**config.mk**
```make
export PLATFORM = sky130hd
export DESIGN_NAME = gray_encoder_system
export DESIGN_NICKNAME = d
export VERILOG_FILES = /design/src/rtl/gray_pkg.sv /design/src/rtl/gray_encoder_system_btn_debounce.sv /design/src/rtl/gray_encoder_system.sv
export SDC_FILE = /design/constraint.sdc
export NUM_CORES = 1
export LEC_CHECK = 0
export CORE_ASPECT_RATIO = 1.5
export CORE_MARGIN = 2
export CORE_UTILIZATION = 61
export CTS_BUF_LIST = sky130_fd_sc_hd__clkbuf_8
export DETAILED_ROUTE_END_ITERATION = 10
export GPL_ROUTABILITY_DRIVEN = 1
export PLACE_DENSITY = 0.86
export SLEW_MARGIN = 0
export SYNTH_ARGS = -nofsm -noshare
export SYNTH_HDL_FRONTEND = slang
export SYNTH_SLANG_ARGS = --single-unit
export TNS_END_PERCENT = 1
```
**constraint.sdc**
```tcl
create_clock -name clk -period 2.7 [get_ports clk]
set_clock_uncertainty 0.1 [all_clocks]
set_input_delay 0.405 -clock clk [delete_from_list [all_inputs] [get_ports clk]]
set_output_delay 0.405 -clock clk [all_outputs]
set_load 0.1 [all_outputs]
```
**src/rtl/gray_pkg.sv**
```systemverilog
// Shared types, 7-segment table and Gray helper for the binary-to-Gray encoder board design.
package gray_pkg;

    typedef enum logic {HOLD, AUTO} enc_state_t;

    // Active-low {g,f,e,d,c,b,a} patterns for hex digits 0..F
    localparam logic [6:0] SEG_TABLE [16] = '{
        7'b1000000, 7'b1111001, 7'b0100100, 7'b0110000,
        7'b0011001, 7'b0010010, 7'b0000010, 7'b1111000,
        7'b0000000, 7'b0010000, 7'b0001000, 7'b0000011,
        7'b1000110, 7'b0100001, 7'b0000110, 7'b0001110
    };

    function automatic logic [3:0] bin2gray(input logic [3:0] b);
        return b ^ (b >> 1);
    endfunction

endpackage

```
**src/rtl/gray_encoder_system_btn_debounce.sv**
```systemverilog
// Raw button conditioner: 2-FF synchronizer, stability counter and rising-edge pulse.
module btn_debounce #(
    parameter int DEBOUNCE_CYCLES = 270_000
) (
    input  logic clk,
    input  logic rst,
    input  logic btn_raw,
    output logic pulse
);
    localparam int CW = (DEBOUNCE_CYCLES > 1) ? $clog2(DEBOUNCE_CYCLES) : 1;
    localparam logic [CW-1:0] CNT_LAST = CW'(DEBOUNCE_CYCLES - 1);

    logic          sync1_q, sync2_q, level_q, level_prev_q;
    logic [CW-1:0] cnt_q, cnt_d;
    logic          level_d;

    // The counter tracks how many consecutive samples disagreed with the accepted level
    always_comb begin
        cnt_d   = '0;
        level_d = level_q;
        if (sync2_q != level_q) begin
            if (cnt_q == CNT_LAST) begin
                level_d = sync2_q;
            end else begin
                cnt_d = cnt_q + 1'b1;
            end
        end
    end

    always_ff @(posedge clk) begin
        if (rst) begin
            sync1_q      <= 1'b0;
            sync2_q      <= 1'b0;
            level_q      <= 1'b0;
            level_prev_q <= 1'b0;
            cnt_q        <= '0;
        end else begin
            sync1_q      <= btn_raw;
            sync2_q      <= sync1_q;
            level_q      <= level_d;
            level_prev_q <= level_q;
            cnt_q        <= cnt_d;
        end
    end

    assign pulse = level_q & ~level_prev_q;

endmodule

```
**src/rtl/gray_encoder_system.sv**
```systemverilog
// 4-bit binary counter loaded from switches or auto-stepped, presented as Gray code and hex digit.
module gray_encoder_system
    import gray_pkg::*;
#(
    parameter int TICK_DIV        = 27_000_000,
    parameter int DEBOUNCE_CYCLES = 270_000
) (
    input  logic       clk,
    input  logic       rst,
    input  logic [3:0] bin_in,
    input  logic       btn_load,
    input  logic       btn_mode,
    output logic [3:0] gray_out,
    output logic       gray_valid,
    output logic [3:0] led,
    output logic [6:0] seg
);
    localparam int PW = $clog2(TICK_DIV);
    localparam logic [PW-1:0] PRE_LAST = PW'(TICK_DIV - 1);

    enc_state_t    state_q;
    logic [PW-1:0] pre_q, pre_d;
    logic [3:0]    count_q, count_d, gray_q;
    logic          upd_q, valid_q;
    logic          load_p, mode_p, tick;

    btn_debounce #(.DEBOUNCE_CYCLES(DEBOUNCE_CYCLES)) u_load_btn (
        .clk(clk), .rst(rst), .btn_raw(btn_load), .pulse(load_p)
    );

    btn_debounce #(.DEBOUNCE_CYCLES(DEBOUNCE_CYCLES)) u_mode_btn (
        .clk(clk), .rst(rst), .btn_raw(btn_mode), .pulse(mode_p)
    );

    assign tick = (state_q == AUTO) && (pre_q == PRE_LAST);

    // Prescaler restarts on a load and whenever AUTO is not continuing into the next cycle
    always_comb begin
        pre_d = '0;
        if ((state_q == AUTO) && !mode_p && !load_p && !tick) begin
            pre_d = pre_q + 1'b1;
        end
    end

    always_comb begin
        count_d = count_q;
        if (load_p) begin
            count_d = bin_in;
        end else if (tick) begin
            count_d = count_q + 4'd1;
        end
    end

    always_ff @(posedge clk) begin
        if (rst) begin
            state_q <= HOLD;
        end else if (mode_p) begin
            state_q <= (state_q == HOLD) ? AUTO : HOLD;
        end
    end

    // upd_q remembers that count changed so gray_valid lines up with the new gray_out
    always_ff @(posedge clk) begin
        if (rst) begin
            pre_q   <= '0;
            count_q <= '0;
            upd_q   <= 1'b0;
            gray_q  <= '0;
            valid_q <= 1'b0;
        end else begin
            pre_q   <= pre_d;
            count_q <= count_d;
            upd_q   <= load_p | tick;
            gray_q  <= bin2gray(count_q);
            valid_q <= upd_q;
        end
    end

    assign gray_out   = gray_q;
    assign led        = gray_q;
    assign gray_valid = valid_q;
    assign seg        = SEG_TABLE[count_q];

endmodule

```
==> results.sh <==
export IMPL_status="finished clean"
export IMPL_cts_buffer_depth=2
export IMPL_syn_area_um2=3969
export IMPL_clkTransAtPathRegs_ns=0.08
export IMPL_r2r_start="pre_q[0]$_SDFF_PP0_"
export IMPL_synth_main_ff_cell="dfxtp_1"
export IMPL_areaGrowthSynthToFinish_pct=11.73
export IMPL_hold_buffers=0
export IMPL_drc_errors=0
export IMPL_drt_total_wl_mm=7.711
export IMPL_start_util=0.6205
export IMPL_relSlewSlack=0.5384
export IMPL_synth_fa_ha_area_frac=0.03153
export IMPL_wl_per_cell_um=14.02
export IMPL_synth_cells=453
export IMPL_synth_area_leader_cell="dfxtp_1"
export IMPL_crit_type="register to primary output"
export IMPL_power_switching_w=0.0004275
export IMPL_die_x_um=69.86
export IMPL_synth_edf_count=0
export IMPL_antenna_found_initial=0
export IMPL_muxShareOfSynthArea=0.005044
export IMPL_place_port_buffers=23
export IMPL_crit_chain="inv_1 > ha_1 > nor2b_1 > nor3_1 > a31oi_1 > buf_12"
export IMPL_async_reset_ff_frac=0
export IMPL_antenna_cells=0
export IMPL_grt_pass1_wl_mm=13.11
export IMPL_endpoint="seg[3]"
export IMPL_p_leak_nw=1.339
export IMPL_yosysSeqAreaShare=0.4136
export IMPL_synth_seq_cells=82
export IMPL_critPathSlowestCell="dfxtp_1"
export IMPL_core_area_um2=6396
export IMPL_vias=3260
export IMPL_numCtsBuffers=9
export IMPL_placed_cell_area_um2=4230
export IMPL_synth_compound_area_frac=0.1009
export IMPL_drt_first_iter_violations=195
export IMPL_drive_gt1_frac=0.1097
export IMPL_slew_viol_final=0
export IMPL_clkPwrFrac=0.422
export IMPL_fin_nets=488
export IMPL_gp_congestion=0.8186
export IMPL_max_freq_mhz=393.4
export IMPL_seq_power_share=0.565
export IMPL_rows=36
export IMPL_overflow=0
export IMPL_critPathMaxFanout=7
export IMPL_syn_nets=471
export IMPL_yosys_cell_types_count=55
export IMPL_synthXorXnorAreaFrac=0.09269
export IMPL_period_share=0.9413
export IMPL_die_h_um=102.8
export IMPL_ant_nets=0
export IMPL_power_density_nw_per_um2=484.2
export IMPL_cts_tree="yes"
export IMPL_clock_sinks=82
export IMPL_worst_pin_slew_ns=0.6919
export IMPL_swShare=0.1991
export IMPL_final_hold_viol_count=0
export IMPL_root_buffer="clkbuf_8"
export IMPL_period_minus_slack_ns=2.542
export IMPL_critPathMaxStageDelay_ns=0.47
export IMPL_reg2reg_to="pre_q[22]$_SDFF_PP0_"
export IMPL_crit_required_ns=2.19
export IMPL_h_tree_depth=3
export IMPL_max_cap_violations=0
export IMPL_final_setup_tns_ns=0
export IMPL_cpLargestDelayFamily="flip-flops"
export IMPL_rsz0062_at_grt="no"
export IMPL_setup_worst_path_start="count_q[0]$_SDFFE_PP0P_"
export IMPL_grt_pass1_vias=3039
export IMPL_grt_max_degree=26
export IMPL_synth_top_area_frac=0.4136
export IMPL_ys_top_cells_by_area="dfxtp_1 (41%), xnor2_1 (7.5%), nor2_1 (4.7%), ha_1 (3.2%), nor4_1 (2.8%)"
export IMPL_pin_count=24
export IMPL_die_area_um2=7181
export IMPL_hpwlAfterDp_mm=5.393
export IMPL_worstSetupStartpointType="register"
export IMPL_setup_viol=0
export IMPL_crit_arrival_ns=2.04
export IMPL_dr_pass1_iters=4
export IMPL_ctsResizeCount=0
export IMPL_hp_class="register to register"
export IMPL_crit_cells=6
export IMPL_syn_avg_cell_area_um2=8.761
export IMPL_ir_drop_mv=0.4470
export IMPL_avgViaCountPerCell=5.927
export IMPL_intPower_w=0.001720
export IMPL_crit_buf_inv=2
export IMPL_rrSetupSlack_ns=0.43
export IMPL_postLayoutCellArea_um2=4434
export IMPL_synth_top_family_by_area="simple AND/OR/NAND/NOR gates"
export IMPL_synth_simple_area_share=0.3096
export IMPL_clk_latency_ns=0.36
export IMPL_cp_end_kind="primary output"
export IMPL_post_cts_buffers=0
export IMPL_groute_usage_overall=0.2297
export IMPL_combPwrFrac=0.013
export IMPL_yosys_warnings=0
export IMPL_worst_r2r_cell_count=5
[power by group through the flow]
stage                     clock (W)  combinational, W  sequential [W]
after floorplan                   0         0.0000126         0.00124
after global placement            0         0.0000267         0.00124
after detailed placement          0         0.0000271         0.00124
after CTS                  0.000924         0.0000273         0.00121
after global routing       0.000982         0.0000298         0.00121
final                      0.000906         0.0000271         0.00121
[worst min-delay path by stage]
| stage | from | endpoint | cells past startpoint | slack (ns) |
|---|---|---|---|---|
| 2_1_floorplan | upd_q$_SDFF_PP0_ | gray_valid$_SDFF_PP0_ | 1 | 0.31 |
| 3_3_place_gp | u_mode_btn.sync1_q$_SDFF_PP0_ | u_mode_btn.sync2_q$_SDFF_PP0_ | 1 | 0.32 |
| 3_5_place_dp | u_mode_btn.sync1_q$_SDFF_PP0_ | u_mode_btn.sync2_q$_SDFF_PP0_ | 1 | 0.33 |
| 4_1_cts | u_mode_btn.sync1_q$_SDFF_PP0_ | u_mode_btn.sync2_q$_SDFF_PP0_ | 1 | 0.34 |
| 5_1_grt | u_load_btn.sync1_q$_SDFF_PP0_ | u_load_btn.sync2_q$_SDFF_PP0_ | 1 | 0.37 |
| 6_report | u_mode_btn.sync1_q$_SDFF_PP0_ | u_mode_btn.sync2_q$_SDFF_PP0_ | 1 | 0.35 |
[flip-flops by register name, indices dropped and copies added (netlist names)]
name                     count
pre_q                       25
u_load_btn.cnt_q            19
u_mode_btn.cnt_q            19
count_q                      4
gray_out                     4
gray_valid                   1
state_q                      1
u_load_btn.level_prev_q      1
u_load_btn.level_q           1
u_load_btn.sync1_q           1
u_load_btn.sync2_q           1
u_mode_btn.level_prev_q      1
u_mode_btn.level_q           1
u_mode_btn.sync1_q           1
u_mode_btn.sync2_q           1
upd_q                        1
[synthesized netlist by cell type, types with 4 or more instances]
library cell   n
a211oi_1       7
a21oi_1       16
and4_1         5
buf_4          4
clkbuf_1       9
dfxtp_1       82
ha_1          10
inv_1         15
nand2_1       27
nand2b_1       4
nand3_1       19
nand4_1       17
nor2_1        50
nor2b_1       13
nor3_1        20
nor3b_1        4
nor4_1        18
o21ai_0       17
o31ai_1        8
or3_1         15
or4_1          4
xnor2_1       34
xor2_1         8
[per-layer routing]
metal | vias to the layer above | global-route usage | part of all wire
met5 | - | 0 | 0
met4 | 0 | 0.1479 | 0.030
met3 | 18 | 0.05083 | 0.031
met2 | 64 | 0.4125 | 0.52
met1 | 1526 | 0.2432 | 0.42
li1 | 1652 | - | -
[per-stage QoR]
step / worst slack [ns] / hold WS (ns) / power, W / std cells / util
final: 0.1584 / 0.3456 / 0.002147 / 550 / 0.6933
after global routing: 0.08014 / 0.3693 / 0.002226 / 550 / 0.6933
after CTS: 0.1501 / 0.3437 / 0.002164 / 550 / 0.6933
after detailed placement: 0.4247 / 0.3270 / 0.001269 / 535 / 0.6614
after global placement: 0.5018 / 0.3162 / 0.001269 / 535 / 0.6614
after floorplan: -0.3732 / 0.3138 / 0.001254 / 453 / -
[logic make-up (layout without fill, tap and decap cells)]
family | Yosys count | in the layout
multiplexers | 2 | 2
adder cells (fa/ha/maj) | 10 | 10
buffers and inverters | 36 | 57
XOR/XNOR | 42 | 42
AO/OA/AOI/OAI | 61 | 61
flip-flops | 82 | 82
AND/OR/NAND/NOR | 220 | 220
[placed cells by master (no fill, tap or decap), types with 2 or more instances in the layout]
cell type / synthesis / final
a211oi_1: 7 / 7
a211oi_2: 3 / 3
a21oi_1: 16 / 16
a311oi_1: 2 / 2
and2_1: 2 / 2
and3_1: 2 / 2
and4_1: 5 / 5
and4_2: 2 / 2
buf_12: 0 / 6
buf_4: 4 / 14
clkbuf_8: 2 / 12
clkdlybuf4s50_1: 0 / 7
dfxtp_1: 82 / 82
ha_1: 10 / 10
inv_1: 15 / 16
mux2i_1: 2 / 2
nand2_1: 27 / 27
nand2b_1: 4 / 4
nand3_1: 19 / 19
nand3_2: 2 / 2
nand3b_1: 2 / 2
nand4_1: 17 / 17
nor2_1: 50 / 50
nor2b_1: 13 / 13
nor3_1: 20 / 20
nor3b_1: 4 / 4
nor4_1: 18 / 18
nor4b_1: 2 / 2
o21ai_0: 17 / 15
o21ai_1: 1 / 3
o31ai_1: 8 / 8
or3_1: 15 / 15
or4_1: 4 / 4
or4_4: 2 / 2
or4b_2: 2 / 2
xnor2_1: 34 / 34
xor2_1: 8 / 8
[layout make-up]
class | instances | area, um^2
clock buffers | 12 | 165.2
multi-input cells | 335 | 2142
flip-flops and latches | 82 | 1642
clock inverters | 3 | 38.79
inverters | 15 | 56.30
fillers | 520 | 1962
well taps | 76 | 95.09
repair buffers | 27 | 295.3
(Power assumes the default switching activity.)
